**config.mk**
```make
export PLATFORM = sky130hd
export DESIGN_NAME = spi_eeprom_sequencer
export DESIGN_NICKNAME = d
export VERILOG_FILES = /design/src/rtl/spi_eeprom_pkg.sv /design/src/rtl/spi_byte_step.sv /design/src/rtl/spi_eeprom_sequencer.sv
export SDC_FILE = /design/constraint.sdc
export NUM_CORES = 1
export LEC_CHECK = 0
export BUFFER_PORTS_ARGS = -buffer_cell sky130_fd_sc_hd__buf_2
export CORE_MARGIN = 2
export CORE_UTILIZATION = 25
export DETAILED_ROUTE_END_ITERATION = 7
export SYNTH_ARGS = -nofsm -noshare
export SYNTH_HDL_FRONTEND = slang
export SYNTH_HIERARCHICAL = 1
export SYNTH_SLANG_ARGS = --single-unit
```
**constraint.sdc**
```tcl
create_clock -name clk -period 2.65 [get_ports clk]
set_clock_uncertainty 0.15 [all_clocks]
set_input_delay 0.795 -clock clk [delete_from_list [all_inputs] [get_ports clk]]
set_output_delay 0.795 -clock clk [all_outputs]
set_load 0.05 [all_outputs]
```
**src/rtl/spi_eeprom_pkg.sv**
```systemverilog
`default_nettype none
// ============================================================================
// Module      : spi_eeprom_pkg
// Description : Shared definitions for the 25xx-family SPI EEPROM sequencer:
//               instruction opcodes, the WIP status bit index and the state
//               encodings of the sequence FSM and the byte-step FSM.
// Ports       : none (package)
// Revision    : 1.0 - initial release
// ============================================================================
package spi_eeprom_pkg;

   // 25xx instruction set subset used by the sequencer
   localparam logic [7:0] OP_READ  = 8'h03;
   localparam logic [7:0] OP_WRITE = 8'h02;
   localparam logic [7:0] OP_WREN  = 8'h06;
   localparam logic [7:0] OP_RDSR  = 8'h05;
   localparam logic [7:0] DUMMY    = 8'hFF;

   // Write-in-progress flag position inside the RDSR status byte
   localparam int unsigned WIP_BIT = 0;

   typedef enum logic [3:0] {
      ST_IDLE     = 4'd0,
      ST_WREN     = 4'd1,
      ST_CMD      = 4'd2,
      ST_ADDR_H   = 4'd3,
      ST_ADDR_L   = 4'd4,
      ST_DATA     = 4'd5,
      ST_GAP      = 4'd6,
      ST_POLL_CMD = 4'd7,
      ST_POLL_RD  = 4'd8,
      ST_DONE     = 4'd9
   } seq_state_t;

   typedef enum logic [1:0] {
      BS_IDLE    = 2'd0,
      BS_ISSUE   = 2'd1,
      BS_WAIT_LO = 2'd2,
      BS_WAIT_HI = 2'd3
   } step_state_t;

endpackage
`default_nettype wire

```
**src/rtl/spi_byte_step.sv**
```systemverilog
`default_nettype none
// ============================================================================
// Module      : spi_byte_step
// Description : Runs one byte through the SPI byte engine using the
//               ISSUE -> WAIT_LO -> WAIT_HI handshake.
// Ports       : clk, rst            - clock, async active-high reset
//               go, tx, cont        - request one byte (tx / keep-CE-low flag),
//                                     sampled while idle
//               done, rx            - one-cycle completion pulse, received byte
//               sp_start            - one-cycle start pulse to the engine
//               sp_continued        - keep CE low after this byte
//               sp_txData           - byte to send (held for the whole byte)
//               sp_rxData, sp_ready - engine receive data and idle flag
// Revision    : 1.0 - initial release
// ============================================================================
module spi_byte_step
   import spi_eeprom_pkg::*;
(
   input  logic       clk,
   input  logic       rst,
   input  logic       go,
   input  logic [7:0] tx,
   input  logic       cont,
   output logic       done,
   output logic [7:0] rx,
   output logic       sp_start,
   output logic       sp_continued,
   output logic [7:0] sp_txData,
   input  logic [7:0] sp_rxData,
   input  logic       sp_ready
);

   step_state_t state_q, state_d;
   logic        done_q, done_d;
   logic [7:0]  rx_q, rx_d;
   logic        start_q, start_d;
   logic        cont_q, cont_d;
   logic [7:0]  tx_q, tx_d;

   always_comb begin
      state_d = state_q;
      done_d  = 1'b0;
      start_d = 1'b0;
      rx_d    = rx_q;
      cont_d  = cont_q;
      tx_d    = tx_q;
      case (state_q)
         // tx/cont are captured here so they stay stable for the whole byte
         BS_IDLE: begin
            if (go) begin
               tx_d    = tx;
               cont_d  = cont;
               state_d = BS_ISSUE;
            end
         end
         BS_ISSUE: begin
            if (sp_ready) begin
               start_d = 1'b1;
               state_d = BS_WAIT_LO;
            end
         end
         // The engine may take a cycle to drop ready after the start pulse
         BS_WAIT_LO: begin
            if (!sp_ready) state_d = BS_WAIT_HI;
         end
         BS_WAIT_HI: begin
            if (sp_ready) begin
               rx_d    = sp_rxData;
               done_d  = 1'b1;
               state_d = BS_IDLE;
            end
         end
         default: state_d = BS_IDLE;
      endcase
   end

   always_ff @(posedge clk or posedge rst) begin
      if (rst) begin
         state_q <= BS_IDLE;
         done_q  <= 1'b0;
         rx_q    <= 8'h00;
         start_q <= 1'b0;
         cont_q  <= 1'b0;
         tx_q    <= DUMMY;
      end else begin
         state_q <= state_d;
         done_q  <= done_d;
         rx_q    <= rx_d;
         start_q <= start_d;
         cont_q  <= cont_d;
         tx_q    <= tx_d;
      end
   end

   assign done         = done_q;
   assign rx           = rx_q;
   assign sp_start     = start_q;
   assign sp_continued = cont_q;
   assign sp_txData    = tx_q;

endmodule
`default_nettype wire

```
**src/rtl/spi_eeprom_sequencer.sv**
```systemverilog
`default_nettype none
// ============================================================================
// Module      : spi_eeprom_sequencer
// Description : Expands a single-byte EEPROM read/write command into the
//               25xx byte sequence (WREN, opcode, address, data, RDSR polling)
//               and returns read data or a write-timeout error.
// Ports       : clk, rst                      - clock, async active-high reset
//               cmd_valid/cmd_ready           - command handshake
//               cmd_write, cmd_addr, cmd_wdata- command fields
//               rsp_valid, rsp_rdata, rsp_err - completion pulse and result
//               busy                          - command in progress
//               sp_start, sp_continued,
//               sp_txData, sp_rxData, sp_ready- SPI byte engine interface
// Revision    : 1.0 - initial release
// ============================================================================
module spi_eeprom_sequencer
   import spi_eeprom_pkg::*;
#(
   parameter int unsigned POLL_MAX = 255,
   parameter int unsigned POLL_GAP = 16
)(
   input  logic        clk,
   input  logic        rst,
   input  logic        cmd_valid,
   output logic        cmd_ready,
   input  logic        cmd_write,
   input  logic [15:0] cmd_addr,
   input  logic [7:0]  cmd_wdata,
   output logic        rsp_valid,
   output logic [7:0]  rsp_rdata,
   output logic        rsp_err,
   output logic        busy,
   output logic        sp_start,
   output logic        sp_continued,
   output logic [7:0]  sp_txData,
   input  logic [7:0]  sp_rxData,
   input  logic        sp_ready
);

   localparam logic [15:0] GAP_LAST = 16'(POLL_GAP - 1);

   seq_state_t  state_q, state_d;
   logic        wr_q, wr_d;
   logic [15:0] addr_q, addr_d;
   logic [7:0]  wdata_q, wdata_d;
   logic [7:0]  poll_cnt_q, poll_cnt_d;
   logic [15:0] gap_cnt_q, gap_cnt_d;
   logic        launched_q, launched_d;
   logic        cmd_ready_q, cmd_ready_d;
   logic        busy_q, busy_d;
   logic        rsp_valid_q, rsp_valid_d;
   logic [7:0]  rsp_rdata_q, rsp_rdata_d;
   logic        rsp_err_q, rsp_err_d;

   logic        w_accept;
   logic        w_byte_state;
   logic [7:0]  w_byte_tx;
   logic        w_byte_cont;
   logic        w_step_go;
   logic        w_step_done;
   logic [7:0]  w_step_rx;
   logic [7:0]  w_poll_inc;

   // cmd_ready_q is only ever high while the FSM sits in IDLE
   assign w_accept   = cmd_valid && cmd_ready_q;
   assign w_poll_inc = (poll_cnt_q == 8'hFF) ? 8'hFF : poll_cnt_q + 8'd1;

   // Byte to send for each byte-carrying state
   always_comb begin
      w_byte_state = 1'b1;
      w_byte_tx    = DUMMY;
      w_byte_cont  = 1'b0;
      case (state_q)
         ST_WREN:     begin w_byte_tx = OP_WREN;                      w_byte_cont = 1'b0; end
         ST_CMD:      begin w_byte_tx = wr_q ? OP_WRITE : OP_READ;    w_byte_cont = 1'b1; end
         ST_ADDR_H:   begin w_byte_tx = addr_q[15:8];                 w_byte_cont = 1'b1; end
         ST_ADDR_L:   begin w_byte_tx = addr_q[7:0];                  w_byte_cont = 1'b1; end
         ST_DATA:     begin w_byte_tx = wr_q ? wdata_q : DUMMY;       w_byte_cont = 1'b0; end
         ST_POLL_CMD: begin w_byte_tx = OP_RDSR;                      w_byte_cont = 1'b1; end
         ST_POLL_RD:  begin w_byte_tx = DUMMY;                        w_byte_cont = 1'b0; end
         default:     w_byte_state = 1'b0;
      endcase
   end

   // One launch per byte state; launched_q blocks a relaunch in the done cycle
   assign w_step_go = w_byte_state && !launched_q;

   always_comb begin
      state_d     = state_q;
      wr_d        = wr_q;
      addr_d      = addr_q;
      wdata_d     = wdata_q;
      poll_cnt_d  = poll_cnt_q;
      gap_cnt_d   = gap_cnt_q;
      rsp_rdata_d = rsp_rdata_q;
      rsp_err_d   = rsp_err_q;
      launched_d  = launched_q;
      if (w_step_go)   launched_d = 1'b1;
      if (w_step_done) launched_d = 1'b0;

      case (state_q)
         ST_IDLE: begin
            if (w_accept) begin
               wr_d       = cmd_write;
               addr_d     = cmd_addr;
               wdata_d    = cmd_wdata;
               poll_cnt_d = 8'd0;
               state_d    = cmd_write ? ST_WREN : ST_CMD;
            end
         end
         ST_WREN:   if (w_step_done) state_d = ST_CMD;
         ST_CMD:    if (w_step_done) state_d = ST_ADDR_H;
         ST_ADDR_H: if (w_step_done) state_d = ST_ADDR_L;
         ST_ADDR_L: if (w_step_done) state_d = ST_DATA;
         ST_DATA: begin
            if (w_step_done) begin
               if (wr_q) begin
                  gap_cnt_d = 16'd0;
                  state_d   = ST_GAP;
               end else begin
                  rsp_rdata_d = w_step_rx;
                  rsp_err_d   = 1'b0;
                  state_d     = ST_DONE;
               end
            end
         end
         ST_GAP: begin
            if (gap_cnt_q == GAP_LAST) state_d = ST_POLL_CMD;
            else                       gap_cnt_d = gap_cnt_q + 16'd1;
         end
         ST_POLL_CMD: if (w_step_done) state_d = ST_POLL_RD;
         ST_POLL_RD: begin
            if (w_step_done) begin
               poll_cnt_d = w_poll_inc;
               if (!w_step_rx[WIP_BIT]) begin
                  rsp_err_d = 1'b0;
                  state_d   = ST_DONE;
               end else if ({24'd0, w_poll_inc} < POLL_MAX) begin
                  gap_cnt_d = 16'd0;
                  state_d   = ST_GAP;
               end else begin
                  rsp_err_d = 1'b1;
                  state_d   = ST_DONE;
               end
            end
         end
         ST_DONE: state_d = ST_IDLE;
         default: state_d = ST_IDLE;
      endcase

      // Status outputs are registered copies of where the FSM is heading
      cmd_ready_d = (state_d == ST_IDLE);
      busy_d      = (state_d != ST_IDLE);
      rsp_valid_d = (state_d == ST_DONE);
   end

   always_ff @(posedge clk or posedge rst) begin
      if (rst) begin
         state_q     <= ST_IDLE;
         wr_q        <= 1'b0;
         addr_q      <= 16'h0000;
         wdata_q     <= 8'h00;
         poll_cnt_q  <= 8'd0;
         gap_cnt_q   <= 16'd0;
         launched_q  <= 1'b0;
         cmd_ready_q <= 1'b0;
         busy_q      <= 1'b0;
         rsp_valid_q <= 1'b0;
         rsp_rdata_q <= 8'h00;
         rsp_err_q   <= 1'b0;
      end else begin
         state_q     <= state_d;
         wr_q        <= wr_d;
         addr_q      <= addr_d;
         wdata_q     <= wdata_d;
         poll_cnt_q  <= poll_cnt_d;
         gap_cnt_q   <= gap_cnt_d;
         launched_q  <= launched_d;
         cmd_ready_q <= cmd_ready_d;
         busy_q      <= busy_d;
         rsp_valid_q <= rsp_valid_d;
         rsp_rdata_q <= rsp_rdata_d;
         rsp_err_q   <= rsp_err_d;
      end
   end

   spi_byte_step u_step (
      .clk          (clk),
      .rst          (rst),
      .go           (w_step_go),
      .tx           (w_byte_tx),
      .cont         (w_byte_cont),
      .done         (w_step_done),
      .rx           (w_step_rx),
      .sp_start     (sp_start),
      .sp_continued (sp_continued),
      .sp_txData    (sp_txData),
      .sp_rxData    (sp_rxData),
      .sp_ready     (sp_ready)
   );

   assign cmd_ready = cmd_ready_q;
   assign busy      = busy_q;
   assign rsp_valid = rsp_valid_q;
   assign rsp_rdata = rsp_rdata_q;
   assign rsp_err   = rsp_err_q;

endmodule
`default_nettype wire

```
# After elaboration in Yosys (flattened, before gate mapping)
# Cells that the tools add are included.
# word_totals
word_cells	116
output_inout_bits	22
reg_bits	87
in_bits	37
# op_classes
muxes	46
n_addsub	2
n_lt_le_gt_ge	1
bitwise_logic	1
eq_ne	27
n_reduce_logical	21
# op_table
op	n
two-way mux 16 bit	6
two-way mux 4 bit	12
case mux 16 bit (3 select lines)	1
case mux 8 bit (6 select lines)	1
case mux 4 bit (9 select lines)	1
two-way mux 8 bit	4
adder 16 x 1 -> 16 bit, second input constant	1
equality test 16 x 4 -> 1 bit, second input constant	1
equality test 4 x 3 -> 1 bit, second input constant	4
!= test 2 bit, second input constant	8
case mux 8 bit (2 select lines)	1
two-way mux 1 bit	13
two-way mux 2 bit	5
adder 8 x 1 -> 8 bit, second input constant	1
equality test 4 x 2 -> 1 bit, second input constant	2
equality test 4 bit, second input constant	2
equality test 8 bit, second input constant	1
zero test 4 bit	2
< comparator 8 bit, second input constant	1
!= test 2 x 1 -> 1 bit, second input constant	4
case mux 2 bit (4 select lines)	1
AND reduction 7 bit	1
OR reduction 7 bit	1
AND reduction 2 bit	3
other kinds (16)	21

# Logic depth before layout (Yosys ltp)
# depth
ltp_word	8
ltp_mapped	9
ltp_nobuf	7

# By module
# Netlist, hierarchy kept.
# modules_own_cells
module	seq_area_each_um2	instances	cells_per_inst	area_per_inst_um2
spi_eeprom_sequencer	1651.6	1	403	3656.0
spi_byte_step	535.5	1	56	862.1

# Worst setup path before layout
# No wires, ideal clock.
# synth_path
path_type	flip-flop to flip-flop
from	reg poll_cnt_q[0]
to	reg gap_cnt_q[7]
path_buffers	2
t_arrival_ns	2.051
setup_time_ns	0.134
required_ns	2.366
setup_slack_ns	0.314
path_stages_with_launch	10
period_less_slack_ns	2.336
cell_sequence	dfrtp_1 > ha_1 > buf_2 > nand4_2 > nor3_4 > a211oi_2 > a31oi_4 > a211oi_4 > buf_12 > a31oi_4
# synth_between
elab_chain_len	5
elab_cells_between_ends	6
cone_classes	add/sub: 1; order compare: 1; eq/ne: 2; mux: 1; reduce/logical: 1
# synth_rtl
item	line_no	text
from (decl)	spi_eeprom_sequencer.sv:46	logic [7:0] poll_cnt_q, poll_cnt_d;
from (signal assigned)	spi_eeprom_sequencer.sv:176	poll_cnt_q <= poll_cnt_d;
adder 8 x 1 -> 8 bit or equality test 8 bit (tied branches)	spi_eeprom_sequencer.sv:66	assign w_poll_inc = (poll_cnt_q == 8'hFF) ? 8'hFF : poll_cnt_q + 8'd1;
two-way mux 8 bit (*)	spi_eeprom_sequencer.sv:66	
< comparator 8 bit (*)	spi_eeprom_sequencer.sv:138	end else if ({24'd0, w_poll_inc} < POLL_MAX) begin
!= test 2 bit (no source line) (*)	n/a	
AND reduction 7 bit (no source line) (*)	n/a	
to (signal assigned)	spi_eeprom_sequencer.sv:177	gap_cnt_q <= gap_cnt_d;
to (decl)	spi_eeprom_sequencer.sv:47	logic [15:0] gap_cnt_q, gap_cnt_d;
# Mark *: on every way between the ends. The rest lies on a longest branch, timed or not.
# A chain may end at the register's enable or synchronous reset.

==> impl_metrics.json <==
{
  "status": "completed",
  "place_hpwl_um": 7680,
  "syn_nets": 502,
  "synthCells": 459,
  "worst_path_max_delay_cell": "nor4b_4",
  "grt_first_pass_wirelength_um": 17900,
  "yosysWarnings": 6,
  "relSlewSlack": 0.633,
  "place_area_sq_mm": 0.00529,
  "syn_area_sq_mm": 0.00452,
  "final_area_sq_mm": 0.00561,
  "numPortBuffers": 58,
  "fp.dieArea_sq_mm": 0.0192,
  "rr_worst_depth": 7,
  "die_w_um": 138,
  "reg2reg_from": "state_q[0]",
  "layout_commonest_cell": "nand2_1",
  "cp.buffers_inverters": 1,
  "io_pins": 59,
  "irDropWorstVdd_mv": 0.630,
  "cts_tree": "done",
  "setup_viol": 0,
  "slew_violations": 0,
  "numCtsBuffers": 9,
  "initial_core_util": 0.253,
  "vias_per_cell": 4.63,
  "ctsHoldBuffers": 0,
  "min_period_ns": 2.38,
  "max_cap_violations": 0,
  "tightest_slew_ns": 0.549,
  "drive_gt1_frac": 0.316,
  "critPathArrivalTime_ns": 2.46,
  "hp-class": "in -> async",
  "cellPowerDensity_mw_per_mm2": 1030,
  "fmax_mhz": 420,
  "yosysUniqueCellTypes": 67,
  "power_leakage_nw": 2.59,
  "whs_ns": 0.154,
  "crit_family": "simple AND/OR/NAND/NOR gates",
  "diodes": 0,
  "via_count": 3622,
  "fin_crit_sh": 0.899,
  "hold_violations": 0,
  "worst-path-max-fanout": 6,
  "die_h_um": 138,
  "worst_setup_path_start_kind": "flop",
  "synth_ff_type": "dfrtp_1",
  "avgRoutedWirePerCell_um": 13.4,
  "coreArea_sq_mm": 0.0178,
  "synth_edf_count": 0,
  "cts.sinks": 87,
  "gp_congestion": 0.838,
  "drtPass1Iterations": 4,
  "ctsRootBufferMaster": "clkbuf_16",
  "critPathKind": "reg -> reg",
  "async_flop_share": 1.00,
  "crit_chain": "buf_4, nor4b_4, nand2_1, nor2_1, nand3_1, nor3b_1, nor3_1",
  "mostFrequentLayoutCells": "nand2_1, dfrtp_1, buf_2, nor2_1, buf_4",
  "cp-end-kind": "flop",
  "synth.yosys.seq_area_share": 0.484,
  "syn_to_final_growth_pct": 24.3,
  "grt_pass1_vias": 3627,
  "nNetsFinal": 592,
  "path_clk_slew_ns": 0.07,
  "drc": 0,
  "ys_ff_latch": 87,
  "clockBufferDepth": 2,
  "wl_um": 10500,
  "cpPeakStageDelay_ns": 0.54,
  "h-tree-depth": 3,
  "antenna_found_initial": 0,
  "critPathRequiredTime_ns": 2.73,
  "grt_usage": 0.114,
  "clkLatencyLatePin_ns": 0.35,
  "rrSetupSlack_ns": 0.27,
  "r2r-end": "poll_cnt_q[7]",
  "grt_overflow": 0,
  "grt_max_degree": 46,
  "initialDrtViolationCount": 272,
  "ant_nets": 0,
  "fp-row-count": 49,
  "rsz0062_at_grt": "no",
  "avgSynthCellArea_sq_um": 9.84
}
[synthesized netlist by cell type (all sizes together) (2+ instances only)]
master / count / area (sq um)
nand2: 105 / 402
dfrtp: 79 / 1980
nor2: 46 / 173
mux2: 25 / 282
a31oi: 19 / 209
inv: 16 / 60.1
nand4: 14 / 100
o21ai: 13 / 72.6
buf: 12 / 82.6
a21oi: 11 / 58.8
nor3: 9 / 56.3
o221ai: 9 / 85.1
clkbuf: 8 / 30.0
dfstp: 8 / 210
and2: 7 / 43.8
ha: 6 / 75.1
nand3: 6 / 35.0
a211oi: 5 / 55.1
a22oi: 5 / 37.5
and3: 5 / 31.3
nor4: 5 / 31.3
mux2i: 4 / 52.6
o21a: 4 / 31.3
and4: 3 / 26.3
nand2b: 3 / 18.8
nor2b: 3 / 18.8
xnor2: 3 / 26.3
a21boi: 2 / 15.0
nand3b: 2 / 15.0
o22a: 2 / 17.5
o22ai: 2 / 12.5
o32ai: 2 / 25.0
or2: 2 / 12.5
[registers in the layout, indices dropped and copies added (netlist names), 2 cells and up]
signal	count
wdata_q	8
u_step/rx	8
u_step/sp_txData	8
state_q	4
u_step/state_q	2
rsp_rdata	8
poll_cnt_q	8
gap_cnt_q	16
addr_q	16
[worst register-to-register path: stages, from the launching register on]
cell     delay (ns)
dfrtp_1        0.43
buf_4          0.18
nor4b_4        0.54
nand2_1        0.27
nor2_1         0.29
nand3_1        0.11
nor3b_1        0.23
nor3_1         0.06
[area by class of cell]
cell class / count / area [sq um]
clock buffer: 11 / 243
clock inverter: 4 / 56.3
fill: 1836 / 12200
inverter: 17 / 63.8
multi-input combinational: 335 / 2150
sequential: 87 / 2190
tap: 229 / 287
timing repair buffer: 99 / 623
[metrics by stage]
step | power [mW] | utilization | instances | TNS, ns | worst slack (ns)
6_report | 5.77 | 0.315 | 782 | 0 | 0.268
3_3_place_gp | 4.45 | 0.296 | 765 | -0.943 | -0.102
2_1_floorplan | 3.83 | - | 459 | 0 | 0.0502
3_5_place_dp | 4.47 | 0.296 | 765 | -1.20 | -0.147
4_1_cts | 5.83 | 0.315 | 782 | 0 | 0.296
5_1_grt | 6.15 | 0.315 | 782 | 0 | 0.107
[per-layer routing]
layer  share of wire  vias up  global-route usage
met2            0.47       71               0.186
li1                -     1795                   -
met5               0        -                   0
met1            0.46     1744               0.145
met3           0.055       12              0.0395
met4           0.013        0              0.0317
[cell families after synthesis]
logic type,share of synthesized area
xor gates and xnor gates,0.00582
AOI/OAI and AO/OA,0.155
buffers and inverters,0.0390
and+or+nand+nor,0.226
adders and majority gates,0.0166
DFF,0.484
muxes,0.0739
[what timing repair did]
item / CTS / global route
resized for setup: 0 / 0
buffers inserted: 2 / 0
endpoints found under the setup margin: 15 / 0
[worst max-delay path by stage]
stage,from,endpoint,slack (ns),cells after the start
finish,state_q[0],poll_cnt_q[7],0.27,7
CTS,state_q[0],poll_cnt_q[7],0.30,7
floorplan,rst,addr_q[0],0.05,1
detailed placement,poll_cnt_q[0],gap_cnt_q[1],-0.15,7
global route,state_q[0],poll_cnt_q[4],0.11,7
global placement,poll_cnt_q[0],gap_cnt_q[12],-0.10,7
[power by group]
part / leakage [nW] / internal (mW) / switching, mW
Clock: 0.146 / 0.756 / 0.531
Combinational: 1.34 / 0.929 / 1.43
Sequential: 1.11 / 1.80 / 0.319
Power figures use the tool's default switching activity.
